==> src/rtl/cover_pkg.sv <==
`default_nettype none
// ============================================================================
// Package     : cover_pkg
// Description : Shared constants and helpers for the toggle coverage tracker.
//               Defines the width of the global cover-point index and the
//               mapping from (bit, direction) to a local point id.
// Revision    : 1.0 - initial release
// ============================================================================
package cover_pkg;

    localparam int COVER_IDX_W = 64;

    // Local point id: even ids are rising toggles, odd ids are falling toggles.
    function automatic int unsigned point_id(input int unsigned b, input logic fall);
        return 2 * b + {31'd0, fall};
    endfunction

endpackage : cover_pkg
`default_nettype wire

==> src/rtl/cover_prio_enc.sv <==
`default_nettype none
// ============================================================================
// Module      : cover_prio_enc
// Description : Combinational lowest-set-bit priority encoder.
//   i_req  in  N           request vector
//   o_idx  out $clog2(N)   index of the lowest set bit (0 when none set)
//   o_any  out 1           at least one request bit is set
// Revision    : 1.0 - initial release
// ============================================================================
module cover_prio_enc #(
    parameter int N = 2
) (
    input  logic [N-1:0]         i_req,
    output logic [$clog2(N)-1:0] o_idx,
    output logic                 o_any
);

    localparam int IW = $clog2(N);

    // Scanning downward lets the lowest set bit overwrite any higher one.
    always_comb begin
        o_idx = '0;
        o_any = 1'b0;
        for (int k = N - 1; k >= 0; k--) begin
            if (i_req[k]) begin
                o_idx = IW'(k);
                o_any = 1'b1;
            end
        end
    end

endmodule : cover_prio_enc
`default_nettype wire

==> src/rtl/cover_toggle_tracker.sv <==
`default_nettype none
// ============================================================================
// Module      : cover_toggle_tracker
// Description : Multi-bit toggle cover point. Samples a WIDTH-bit signal on
//               valid, detects per-bit rise/fall toggles, de-duplicates them
//               in a hit bitmap and reports each newly covered point once
//               over a valid/ready port.
//   clock        in   1        clock, all state on posedge
//   reset        in   1        synchronous active-high reset
//   valid        in   1        sample qualifier for signal
//   signal       in   WIDTH    monitored value
//   clear_hits   in   1        forget hit bitmap; pending reports are kept
//   cover_valid  out  1        report holds a new point
//   cover_ready  in   1        collector accepts the report
//   cover_index  out  64       COVER_INDEX + 2*bit + (falling ? 1 : 0)
//   hit_count    out  CNT_W    distinct points hit since reset/clear
// Revision    : 1.0 - initial release
// ============================================================================
module cover_toggle_tracker
    import cover_pkg::*;
#(
    parameter int WIDTH       = 8,
    parameter int COVER_INDEX = 0,
    parameter int COVER_TOTAL = 8065
) (
    input  logic                           clock,
    input  logic                           reset,
    input  logic                           valid,
    input  logic [WIDTH-1:0]               signal,
    input  logic                           clear_hits,
    output logic                           cover_valid,
    input  logic                           cover_ready,
    output logic [COVER_IDX_W-1:0]         cover_index,
    output logic [$clog2(2*WIDTH+1)-1:0]   hit_count
);

    localparam int NPTS  = 2 * WIDTH;
    localparam int CNT_W = $clog2(NPTS + 1);
    localparam int IDX_W = $clog2(NPTS);

    generate
        if (COVER_INDEX + 2 * WIDTH > COVER_TOTAL) begin : g_range_check
            $error("cover_toggle_tracker: COVER_INDEX + 2*WIDTH exceeds COVER_TOTAL");
        end
    endgenerate

    logic [WIDTH-1:0]        r_prev;
    logic                    r_base_ok;
    logic [NPTS-1:0]         r_hit;
    logic [NPTS-1:0]         r_pending;
    logic                    r_cover_valid;
    logic [COVER_IDX_W-1:0]  r_cover_index;
    logic [CNT_W-1:0]        r_hit_count;

    logic                    w_sample;
    logic [NPTS-1:0]         w_toggle;
    logic [NPTS-1:0]         w_hit_base;
    logic [NPTS-1:0]         w_new;
    logic [NPTS-1:0]         w_take_mask;
    logic [CNT_W-1:0]        w_cnt_base;
    logic [CNT_W-1:0]        w_new_cnt;
    logic                    w_load;
    logic                    w_any;
    logic [IDX_W-1:0]        w_pidx;

    function automatic logic [CNT_W-1:0] popcnt(input logic [NPTS-1:0] v);
        logic [CNT_W-1:0] c;
        c = '0;
        for (int k = 0; k < NPTS; k++) begin
            c = c + CNT_W'(v[k]);
        end
        return c;
    endfunction

    // Toggles only count once a baseline sample exists.
    assign w_sample = valid && r_base_ok;

    generate
        for (genvar i = 0; i < WIDTH; i++) begin : g_bit
            assign w_toggle[point_id(i, 1'b0)] = w_sample & ~r_prev[i] &  signal[i];
            assign w_toggle[point_id(i, 1'b1)] = w_sample &  r_prev[i] & ~signal[i];
        end
    endgenerate

    // A clear in the same cycle as a toggle judges the toggle against the
    // already-cleared bitmap, so it is counted as new.
    assign w_hit_base = clear_hits ? '0 : r_hit;
    assign w_cnt_base = clear_hits ? '0 : r_hit_count;
    assign w_new      = w_toggle & ~w_hit_base;
    assign w_new_cnt  = popcnt(w_new);

    cover_prio_enc #(
        .N (NPTS)
    ) u_prio_enc (
        .i_req (r_pending),
        .o_idx (w_pidx),
        .o_any (w_any)
    );

    // The report register refills when empty or when its content is accepted.
    assign w_load      = !r_cover_valid || cover_ready;
    assign w_take_mask = (w_load && w_any) ? (NPTS'(1) << w_pidx) : '0;

    always_ff @(posedge clock) begin
        if (reset) begin
            r_prev        <= '0;
            r_base_ok     <= 1'b0;
            r_hit         <= '0;
            r_pending     <= '0;
            r_cover_valid <= 1'b0;
            r_cover_index <= '0;
            r_hit_count   <= '0;
        end else begin
            if (valid) begin
                r_prev    <= signal;
                r_base_ok <= 1'b1;
            end
            r_hit       <= w_hit_base | w_new;
            r_hit_count <= w_cnt_base + w_new_cnt;
            r_pending   <= (r_pending & ~w_take_mask) | w_new;
            if (w_load) begin
                r_cover_valid <= w_any;
                if (w_any) begin
                    r_cover_index <= COVER_IDX_W'(COVER_INDEX) + COVER_IDX_W'(w_pidx);
                end
            end
        end
    end

    assign cover_valid = r_cover_valid;
    assign cover_index = r_cover_index;
    assign hit_count   = r_hit_count;

endmodule : cover_toggle_tracker
`default_nettype wire

==> config.mk <==
export PLATFORM = sky130hd
export DESIGN_NAME = cover_toggle_tracker
export DESIGN_NICKNAME = d
export VERILOG_FILES = /design/src/rtl/cover_pkg.sv /design/src/rtl/cover_prio_enc.sv /design/src/rtl/cover_toggle_tracker.sv
export SDC_FILE = /design/constraint.sdc
export NUM_CORES = 1
export LEC_CHECK = 0
export ABC_AREA = 1
export CORE_MARGIN = 5
export CORE_UTILIZATION = 49
export CTS_CLUSTER_DIAMETER = 50
export DETAILED_ROUTE_END_ITERATION = 10
export GPL_TIMING_DRIVEN = 0
export PLACE_DENSITY = 0.83
export SLEW_MARGIN = 20
export SYNTH_ARGS = -nofsm -noshare
export SYNTH_HDL_FRONTEND = slang
export SYNTH_SLANG_ARGS = --single-unit
==> constraint.sdc <==
create_clock -name clock -period 6.83 [get_ports clock]
set_clock_uncertainty 0.2 [all_clocks]
set_input_delay 1.7075 -clock clock [delete_from_list [all_inputs] [get_ports clock]]
set_output_delay 1.7075 -clock clock [all_outputs]
set_load 0.01 [all_outputs]
==> run metrics, run 1 <==
DRC viols 0; worst path required time 6.81 ns; Mapped Cells 407; H-tree depth 2; grt total ovfl 0; cts bufs inserted 5; Post-DP HPWL 5140 µm; clk buf depth 2; power density over the cells 184 mW/mm²; Achievable Freq 0.155 GHz; CTS resizes 0; R2R setup slack 2.05 ns; global-route wire length before repair 10000 µm; vias in the first global route 2308; die area 0.00801 mm²; setup_tns 0 ns; die height 89.5 µm; hold-fix buffer count after cts 0; area delta synth->final 19.9%; final hold violation count 0; crit-path most repeated cell fa_1; Worst path max stage delay 0.55 ns; reg2reg end hit_count[4]; # rows 29; postcts setup bufs 0; Ports 83; Seq/Total Area, Yosys 33.0%; worst min path class reg -> reg; # port buffers 21; Nets 526; Starting Density 49.6%; ranking of synthesized cells by area dfxtp_1 33%, buf_4 15%, a21oi_1 8.7%; cells along the critical path clkdlybuf4s50_1 > inv_1 > buf_1 > nand2_1 > nand4_1 > fa_1 > fa_1 > fa_1 > inv_1 > fa_1 > fa_1 > inv_1 > fa_1 > nor2_1 > o21ai_0 > nand3_1 > nor3b_1; Hold Path Origin r_hit[2]; setup violators final 0; Hold Crit Depth 2; CTS tree done; commonest non-fill, non-tap cell in the layout inv_1; reg-to-reg critical path startpoint r_base_ok; Worst Reg-to-Reg Cells 16; DR iter-0 viols 141; routed length per instance 11.2 µm; n_diodes 0; Crit Path Max Fanout 10; Total Wirelength 6380 µm; CP Capture Type flip-flop; CP startpoint kind primary input; most frequent cells in the layout 66 x inv_1, 60 x buf_4, 60 x conb_1, 54 x a21oi_1, 51 x dfxtp_1; Die Span X 89.5 µm; final antenna-violating net count 0; crit path DAT 6.44 ns; DR pass1 iterations 5; RSZ-0062 raised after global routing false; Slew headroom 60.7%; Setup Crit Path Kind in -> reg; largest net degree at the start of global routing 15; Tmin final 6.46 ns; initial antenna violation count 0; Routability Congestion 0.842; Hold Crit Endpoint r_hit[2]; layout cells sized above 1 16.2%; measured slew at the worst slew-check pin 0.590 ns; slowest cell on the critical path fa_1; Post-Syn Area per Cell 7.61 µm²; Yosys top cell area share 33.0%; worst hold slack 0.269 ns; number of max-cap violations 0; leading area contributor after synthesis dfxtp_1; Worst-path clk slew 0.09 ns; maximum VDD drop 0.139 mV; outcome finished clean; Cell variety after synth 29; root buf cell clkbuf_8; Static Leak 1.78 nW; Post-Syn Area 0.00310 mm²; Skew-Pair Late Insertion Delay 0.30 ns; fin. max-slew vios 0; vias 2631; final worst path period share 94.6%; flops & latches, synth 51; synthesis warning total 0; gr usage total 16.2%; DR vias/cell 4.61; core area 0.00624 mm²; clk sinks 51
## worst max-delay path, delay by kind of cell
kind	cells	cell delay (ns)
buf+inv	5	1.17
compound gates	1	0.20
simple gates	5	0.61
fa+ha+maj	6	2.74
## cell families after synthesis
logic type      share of synthesized area [%]
compound gates                           14.0
fa+ha+maj                                10.6
xor+xnor                                0.283
flops                                    33.0
other cells                             0.121
simple gates                             17.7
buf+inv                                  24.3
## layer usage
metal | GRT usage [%] | part of all wire (%)
met1 | 19.7 | 41
met2 | 28.5 | 49
met3 | 3.32 | 8.8
met4 | 5.28 | 0.91
met5 | 0 | 0
## area by class of cell
class / instances / area, µm²
Tap cell: 77 / 96.3
Timing Repair Buffer: 21 / 210
Multi-Input combinational cell: 275 / 1540
Fill cell: 584 / 2530
Buffer: 71 / 493
Inverter: 69 / 259
Clock buffer: 6 / 82.6
Sequential cell: 51 / 1020
Clock inverter: 1 / 5.00
## registers in the layout (all words and copies together), names as in the netlist
signal	flops
r_prev	8
cover_index	4
r_pending	16
cover_valid	1
hit_count	5
r_hit	16
r_base_ok	1
## Yosys cell counts
library cell / instances
buf_2: 1
o21ai_0: 17
nor4_1: 3
clkbuf_1: 8
nand3_1: 19
ha_1: 7
inv_1: 66
nor2_4: 1
o21ai_1: 6
inv_2: 2
conb_1: 1
buf_4: 60
nand2_4: 3
xor2_1: 1
o21bai_1: 4
clkinv_1: 1
nor3b_1: 1
nor3_1: 1
a21oi_2: 2
a21oi_1: 54
fa_1: 12
nor3_2: 1
nand2_2: 2
nand2_1: 40
buf_1: 2
nor2_1: 22
nand3_2: 1
dfxtp_1: 51
nand4_1: 18
## report_power, final
group	internal [mW]	switching [mW]
clock	0.0798	0.0979
sequential	0.315	0.0111
combinational	0.0760	0.102
## worst max-delay path by stage
stage / startpoint / endpoint / slack (ns) / cells after the start
after CTS: clear_hits / hit_count[4] / 0.36 / 17
after global placement: clear_hits / hit_count[4] / 0.07 / 17
final: clear_hits / hit_count[4] / 0.37 / 17
after floorplan: valid / hit_count[4] / 0.81 / 17
after detailed placement: clear_hits / hit_count[4] / 0.06 / 17
after global routing: clear_hits / hit_count[4] / 0.06 / 17
## per-stage QoR
| stage | setup WS [ns] | cells | utilization (%) | instance area, µm² | total power [mW] |
|---|---|---|---|---|---|
| global route | 0.0601 | 571 | 59.5 | 3710 | 0.721 |
| CTS | 0.364 | 571 | 59.5 | 3710 | 0.683 |
| detailed placement | 0.0589 | 564 | 58.1 | 3620 | 0.508 |
| global placement | 0.0697 | 564 | 58.1 | 3620 | 0.504 |
| finish | 0.367 | 571 | 59.5 | 3710 | 0.681 |
| floorplan | 0.810 | 466 | - | 3320 | 0.460 |
(Power assumes the default switching activity.)
==> run 2: changes to the inputs <==
--- a/config.mk
+++ b/config.mk
@@ -5,13 +5,13 @@
 export SDC_FILE = /design/constraint.sdc
 export NUM_CORES = 1
 export LEC_CHECK = 0
-export ABC_AREA = 1
 export CORE_MARGIN = 5
 export CORE_UTILIZATION = 49
 export CTS_CLUSTER_DIAMETER = 50
 export DETAILED_ROUTE_END_ITERATION = 10
+export GPL_ROUTABILITY_DRIVEN = 0
 export GPL_TIMING_DRIVEN = 0
-export PLACE_DENSITY = 0.83
+export PLACE_DENSITY = 0.82
 export SLEW_MARGIN = 20
 export SYNTH_ARGS = -nofsm -noshare
 export SYNTH_HDL_FRONTEND = slang
==> run 2 against run 1 <==
Sequential cell count stayed put. Worst setup slack lost 0.11 ns. Core utilization is 0.25 points higher. Largest cell class unchanged.
==> run metrics, run 2 <==
outcome finished clean (unchanged); # port buffers 20 (was 21); fin. max-slew vios 0 (unchanged); Ports 83 (unchanged); clk sinks 51 (unchanged); vias 2526 (was 2631); root buf cell clkbuf_8 (unchanged); DR iter-0 viols 158 (was 141); Post-DP HPWL 5400 µm (was 5140 µm); RSZ-0062 raised after global routing false (unchanged); most common cell in the netlist buf_4 (was inv_1); CTS tree done (unchanged); FFs w/ async S/R, synth 0% (unchanged); Starting Density 50.1% (was 49.6%); worst min path class reg -> reg (unchanged); Post-Syn Area 0.00317 mm² (was 0.00310 mm²); CP Capture Type flip-flop (unchanged); layout cells sized above 1 18.1% (was 16.2%); cts bufs inserted 5 (unchanged); Setup Crit Path Kind in -> reg (unchanged); Post-Syn Area per Cell 8.63 µm² (was 7.61 µm²); Skew-Pair Late Insertion Delay 0.30 ns (about the same); DR pass1 iterations 4 (was 5); FILL cells 570 (was 584); largest net degree at the start of global routing 16 (was 15); vias in the first global route 2435 (was 2308); Register Area 0.00102 mm² (unchanged); n_diodes 0 (unchanged); maximum VDD drop 0.159 mV (was 0.139 mV); placed instance area 0.00368 mm² (was 0.00362 mm²); most frequent cells in the layout 62 x buf_4, 60 x conb_1, 51 x dfxtp_1, 40 x a21oi_1, 29 x nor2_1 (was 66 x inv_1, 60 x buf_4, 60 x conb_1, 54 x a21oi_1, 51 x dfxtp_1); DR vias/cell 4.76 (was 4.61); Hold Path Origin cover_index[0] (was r_hit[2]); reg-to-reg critical path startpoint r_base_ok (unchanged); pre-CTS setup slack -0.146 ns (was 0.0589 ns); number of synthesized flops with an enable pin 0 (unchanged); cell family with most CP delay adder cells (unchanged); worst setup margin 0.252 ns (was 0.367 ns); Nets 485 (was 526); cells along the critical path clkdlybuf4s50_1 > inv_1 > clkbuf_2 > nand2_1 > nand2b_1 > fa_1 > fa_1 > fa_1 > inv_1 > fa_1 > fa_1 > inv_1 > fa_1 > inv_1 > a21o_1 > a21oi_1 > xnor2_1 > nor2_1 (was clkdlybuf4s50_1 > inv_1 > buf_1 > nand2_1 > nand4_1 > fa_1 > fa_1 > fa_1 > inv_1 > fa_1 > fa_1 > inv_1 > fa_1 > nor2_1 > o21ai_0 > nand3_1 > nor3b_1); Multi-input gate area 0.00174 mm² (was 0.00154 mm²); die area 0.00817 mm² (was 0.00801 mm²); ranking of synthesized cells by area dfxtp_1 32%, buf_4 15%, fa_1 7.6% (was dfxtp_1 33%, buf_4 15%, a21oi_1 8.7%); Synth Flop Type dfxtp_1 (unchanged); clk buf depth 2 (unchanged); Total Wirelength 6490 µm (was 6380 µm); power density over the cells 174 mW/mm² (was 184 mW/mm²); Yosys top cell area share 32.3% (was 33.0%); core area 0.00631 mm² (was 0.00624 mm²); Layout Cells excl Fill 531 (was 571); Seq/Total Area, Yosys 32.3% (was 33.0%); Worst-path clk slew 0.09 ns (about the same); grt total ovfl 0 (unchanged); Achievable Freq 0.152 GHz (was 0.155 GHz); crit-path most repeated cell fa_1 (unchanged); number of max-cap violations 0 (unchanged); H-tree depth 2 (unchanged); # rows 29 (unchanged); Core Util, Final 59.7% (was 59.5%); slowest cell on the critical path clkdlybuf4s50_1 (was fa_1); hold-fix buffer count after cts 0 (unchanged); Crit Path Max Fanout 10 (unchanged); gr usage total 16.2% (about the same); postcts setup bufs 0 (unchanged); post-placement cell count 523 (was 564); measured slew at the worst slew-check pin 0.609 ns (was 0.590 ns); fin area 0.00377 mm² (was 0.00371 mm²); Worst setup startpoint clear_hits (unchanged); synthesis warning total 0 (unchanged); routed length per instance 12.2 µm (was 11.2 µm); Mapped Cells 367 (was 407); Static Leak 1.74 nW (was 1.78 nW); area delta synth->final 19.1% (was 19.9%); crit path buf inv count 6 (was 5); Die Span X 90.4 µm (was 89.5 µm); flops & latches, synth 51 (unchanged); setup violators final 0 (unchanged); worst path required time 6.80 ns (was 6.81 ns); Worst path max stage delay 0.62 ns (was 0.55 ns); final antenna-violating net count 0 (unchanged); die height 90.4 µm (was 89.5 µm); CP startpoint kind primary input (unchanged); Tmin final 6.58 ns (was 6.46 ns); commonest cells in the netlist 62 x buf_4, 51 x dfxtp_1, 40 x a21oi_1 (was 66 x inv_1, 60 x buf_4, 54 x a21oi_1); commonest non-fill, non-tap cell in the layout buf_4 (was inv_1); initial antenna violation count 0 (unchanged); Top Registers r_hit: 16 flops, r_pending: 16 flops, r_prev: 8 flops (unchanged); DRC viols 0 (unchanged); leading area contributor after synthesis dfxtp_1 (unchanged); Cell variety after synth 49 (was 29); Slew headroom 59.4% (was 60.7%); final worst path period share 96.3% (was 94.6%); global-route wire length before repair 11300 µm (was 10000 µm); crit path DAT 6.55 ns (was 6.44 ns); final hold violation count 0 (unchanged)
==> run 2: path summary, 6_finish.rpt <==
path / depth (start not counted) / to / slack [ns]
max: 18 / hit_count[4] / 0.25
max reg2reg: 20 / hit_count[4] / 1.78
min: 2 / cover_index[0] / 0.26
min reg2reg: 2 / cover_index[0] / 0.26
==> run 2: logic make-up (layout without fill, tap and decap cells) <==
group                      after synthesis  count (layout)  share of synthesized area, %
AOI/OAI and AO/OA                       71              71                          14.3
xor gates and xnor gates                 4               4                          1.11
adders and majority gates               19              19                          10.4
buffers and inverters                  102             130                          19.8
DFF                                     51              51                          32.3
muxes                                    8               8                          2.53
other                                    1              60                         0.118
and+or+nand+nor                        111             111                          19.5
==> run 2: layer usage <==
| metal | GRT usage, % | routed length, µm | vias to the layer above | part of all wire [%] |
|---|---|---|---|---|
| li1 | - | - | 1283 | - |
| met1 | 19.4 | 2650 | 1164 | 41 |
| met2 | 27.8 | 3280 | 73 | 51 |
| met3 | 4.92 | 465 | 6 | 7.2 |
| met4 | 4.71 | 97 | 0 | 1.5 |
| met5 | 0 | 0 | - | 0 |
==> run 2: through the flow <==
step	power, mW	hold WS (ns)	TNS (ns)
after global routing	0.697	0.290	0
after detailed placement	0.494	0.252	-0.146
after global placement	0.489	0.238	-0.0824
final	0.657	0.262	0
after floorplan	0.449	0.227	0
after CTS	0.662	0.267	0
==> run 2: layout make-up <==
class | instances | area share, %
plain buffers | 74 | 13.8
clock buffers | 6 | 1.92
clock inverters | 2 | 0.332
inverters | 28 | 2.79
multi-input cells | 273 | 46.2
flip-flops and latches | 51 | 27.1
well taps | 77 | 2.56
repair buffers | 20 | 5.31
==> run 2: worst register-to-register path: stages (launching register included) <==
cell and delay [ns]:
dfxtp_1 0.33, and2_1 0.11, buf_2 0.18, buf_4 0.19
nand3b_1 0.10, nand2b_1 0.21, fa_1 0.55, inv_1 0.05
fa_1 0.50, inv_1 0.05, fa_1 0.48, inv_1 0.06
fa_1 0.51, fa_1 0.50, inv_1 0.10, fa_1 0.22
inv_1 0.05, a21o_1 0.16, a21oi_1 0.18, xnor2_1 0.14
nor2_1 0.05
==> run 2: power breakdown <==
group | internal, mW | total [mW] | switching, mW
Clock | 0.0718 | 0.167 | 0.0957
Combinational | 0.0801 | 0.167 | 0.0865
Sequential | 0.312 | 0.323 | 0.0107
Total | 0.464 | 0.657 | 0.193
==> run 2: what timing repair did <==
item | CTS | global route
hold endpoints to repair | 0 | 0
gates resized for setup | 0 | 2
setup endpoints to repair | 0 | 1
==> run 3: changes to the inputs <==
--- a/config.mk
+++ b/config.mk
@@ -6,12 +6,12 @@
 export NUM_CORES = 1
 export LEC_CHECK = 0
 export CORE_MARGIN = 5
-export CORE_UTILIZATION = 49
+export CORE_UTILIZATION = 53
 export CTS_CLUSTER_DIAMETER = 50
 export DETAILED_ROUTE_END_ITERATION = 10
 export GPL_ROUTABILITY_DRIVEN = 0
 export GPL_TIMING_DRIVEN = 0
-export PLACE_DENSITY = 0.82
+export PLACE_DENSITY = 0.88
 export SLEW_MARGIN = 20
 export SYNTH_ARGS = -nofsm -noshare
 export SYNTH_HDL_FRONTEND = slang
==> constraint.sdc (replaced) <==
create_clock -name clock -period 8.1 [get_ports clock]
set_clock_uncertainty 0.2 [all_clocks]
set_input_delay 2.025 -clock clock [delete_from_list [all_inputs] [get_ports clock]]
set_output_delay 2.025 -clock clock [all_outputs]
set_load 0.01 [all_outputs]
==> run 3 against run 2 <==
Sequential power fell by 16%. Sequential cell count is the same. Critical path depth is 2 higher. Highest routed layer unchanged. Final cell count is 0.38% lower. Worst setup slack better by 0.94 ns. Via count fell by 0.12%. Die area decreased by 6.7%. Final area down 0.20%. Clock power shrank 14%. Total power fell by 15%. Register-to-register slack improved by 1.2 ns.
==> run metrics, run 3 (synthesis results as in run 2) <==
outcome finished clean (unchanged); DRC viols 0 (unchanged); Slew headroom 59.9% (was 59.4%); most frequent cells in the layout 62 x buf_4, 60 x conb_1, 51 x dfxtp_1, 40 x a21oi_1, 29 x nor2_1 (unchanged); routed length per instance 12.1 µm (was 12.2 µm); crit path buf inv count 8 (was 6); DR vias/cell 4.77 (was 4.76); commonest non-fill, non-tap cell in the layout buf_4 (unchanged); die area 0.00762 mm² (was 0.00817 mm²); Worst path max stage delay 0.63 ns (was 0.62 ns); clk buf depth 2 (unchanged); met2 WL 3050 µm (was 3280 µm); Static Leak 1.74 nW (about the same); final antenna-violating net count 0 (unchanged); postcts setup bufs 0 (unchanged); FILL cells 517 (was 570); placed instance area 0.00368 mm² (about the same); grt total ovfl 0 (unchanged); global-route wire length before repair 10500 µm (was 11300 µm); cells along the critical path clkdlybuf4s50_1 > inv_1 > clkbuf_1 > nand2_1 > nand2b_1 > fa_1 > inv_1 > fa_1 > inv_1 > fa_1 > inv_1 > fa_1 > fa_1 > inv_1 > fa_1 > inv_1 > a21o_1 > a21oi_1 > xnor2_1 > nor2_1 (was clkdlybuf4s50_1 > inv_1 > clkbuf_2 > nand2_1 > nand2b_1 > fa_1 > fa_1 > fa_1 > inv_1 > fa_1 > fa_1 > inv_1 > fa_1 > inv_1 > a21o_1 > a21oi_1 > xnor2_1 > nor2_1); Nets 485 (unchanged); worst path required time 8.08 ns (was 6.80 ns); setup_tns 0 ns (unchanged); clock power share 25.7% (was 25.5%); M1 wire length 2610 µm (was 2650 µm); cell family with most CP delay adder cells (unchanged); Hold Crit Depth 2 (unchanged); Layout Cells excl Fill 529 (was 531); area delta synth->final 18.9% (was 19.1%); Post-DP HPWL 5180 µm (was 5400 µm); worst hold slack 0.259 ns (was 0.262 ns); fin. max-slew vios 0 (unchanged); DR pass1 iterations 4 (unchanged); post-placement cell count 521 (was 523); final worst path period share 85.3%; Ports 83 (unchanged); R2R setup slack 3.02 ns (was 1.78 ns); RSZ-0062 raised after global routing false (unchanged); cts bufs inserted 5 (unchanged); CP startpoint kind primary input (unchanged); final hold violation count 0 (unchanged); Die Span X 87.3 µm (was 90.4 µm); slowest cell on the critical path clkdlybuf4s50_1 (unchanged); Total Wirelength 6420 µm (was 6490 µm); CTS resizes 0 (unchanged); sw frac 29.5% (was 29.4%); CP Capture Type flip-flop (unchanged); hold-fix buffer count after cts 0 (unchanged); H-tree depth 2 (unchanged); met3 routed WL 615 µm (was 465 µm); Worst Reg-to-Reg Cells 20 (unchanged); number of max-cap violations 0 (unchanged); maximum VDD drop 0.185 mV (was 0.159 mV); vias in the first global route 2341 (was 2435); gr usage total 17.5% (was 16.2%); top layer in use met4 (unchanged); power density over the cells 148 mW/mm² (was 174 mW/mm²); Achievable Freq 0.145 GHz; Psw 0.164 mW (was 0.193 mW); Comb pwr share 25.3% (was 25.4%); Hold Crit Endpoint cover_index[0] (unchanged); reg-to-reg critical path startpoint r_base_ok (unchanged); layout cells sized above 1 17.6% (was 18.1%); clk sinks 51 (unchanged); n_diodes 0 (unchanged); Starting Density 54.1% (was 50.1%); Hold Path Origin cover_index[0] (unchanged); worst min path class reg -> reg (unchanged); initial antenna violation count 0 (unchanged); core area 0.00585 mm² (was 0.00631 mm²); CTS tree done (unchanged); setup violators final 0 (unchanged); fin area 0.00376 mm² (was 0.00377 mm²); Skew-Pair Late Insertion Delay 0.31 ns (was 0.30 ns); root buf cell clkbuf_8 (unchanged); DR iter-0 viols 121 (was 158); Top Registers r_hit: 16 flops, r_pending: 16 flops, r_prev: 8 flops (unchanged); Tmin final 6.91 ns; Reg power frac 49.0% (was 49.1%); largest net degree at the start of global routing 15 (was 16); Crit Path Max Fanout 10 (unchanged); die height 87.3 µm (was 90.4 µm); vias 2523 (was 2526); # rows 28 (was 29); Worst-path clk slew 0.09 ns (about the same); measured slew at the worst slew-check pin 0.601 ns (was 0.609 ns); reg2reg end hit_count[4] (unchanged); Core Util, Final 64.3% (was 59.7%); # port buffers 20 (unchanged); Power Internal 0.391 mW (was 0.464 mW); Setup Crit Path Kind in -> reg (unchanged); crit path DAT 6.89 ns (was 6.55 ns)
[run 3: changes by cell type in the layout (fill, tap and decap cells not counted), sizes merged]
cell      delta
clkbuf       +1
clkinvlp     -1
[run 3: tightest hold or removal path, cell delays in order (launching register included)]
cell	delay, ns
dfxtp_1	0.32
nand2_1	0.05
a21oi_1	0.05
[run 3: cell type report]
cell class	count	area [µm²]	area share, %
clock buffers	7	76.3	2.03
plain buffers	74	520	13.8
well taps	75	93.8	2.49
inverters	28	105	2.79
clock inverters	1	5.00	0.133
flip-flops and latches	51	1020	27.1
repair buffers	20	200	5.32
multi-input cells	273	1740	46.3
[run 3: power by group through the flow]
stage               Combinational (mW)  Sequential, mW  Clock, mW
detailed placement               0.139           0.278          0
global route                     0.155           0.274      0.160
global placement                 0.135           0.277          0
CTS                              0.140           0.272      0.146
floorplan                        0.100           0.279          0
finish                           0.140           0.272      0.143
[run 3: metal layers]
layer	vias up	track usage, %
li1	1287	-
met1	1137	21.2
met2	88	28.9
met3	11	5.30
met4	0	7.11
met5	-	0
[run 3: stage by stage]
step,worst slack [ns],total power [mW]
global placement,0.926,0.412
floorplan,1.47,0.379
finish,1.19,0.555
detailed placement,0.861,0.417
global route,0.902,0.589
CTS,1.19,0.558
[run 3: worst max path at each step]
| stage | endpoint | cells past startpoint | startpoint |
|---|---|---|---|
| 5_1_grt | hit_count[4] | 18 | clear_hits |
| 3_5_place_dp | hit_count[4] | 18 | clear_hits |
| 3_3_place_gp | hit_count[4] | 18 | clear_hits |
| 2_1_floorplan | hit_count[4] | 21 | valid |
| 6_report | hit_count[4] | 20 | clear_hits |
| 4_1_cts | hit_count[4] | 18 | clear_hits |
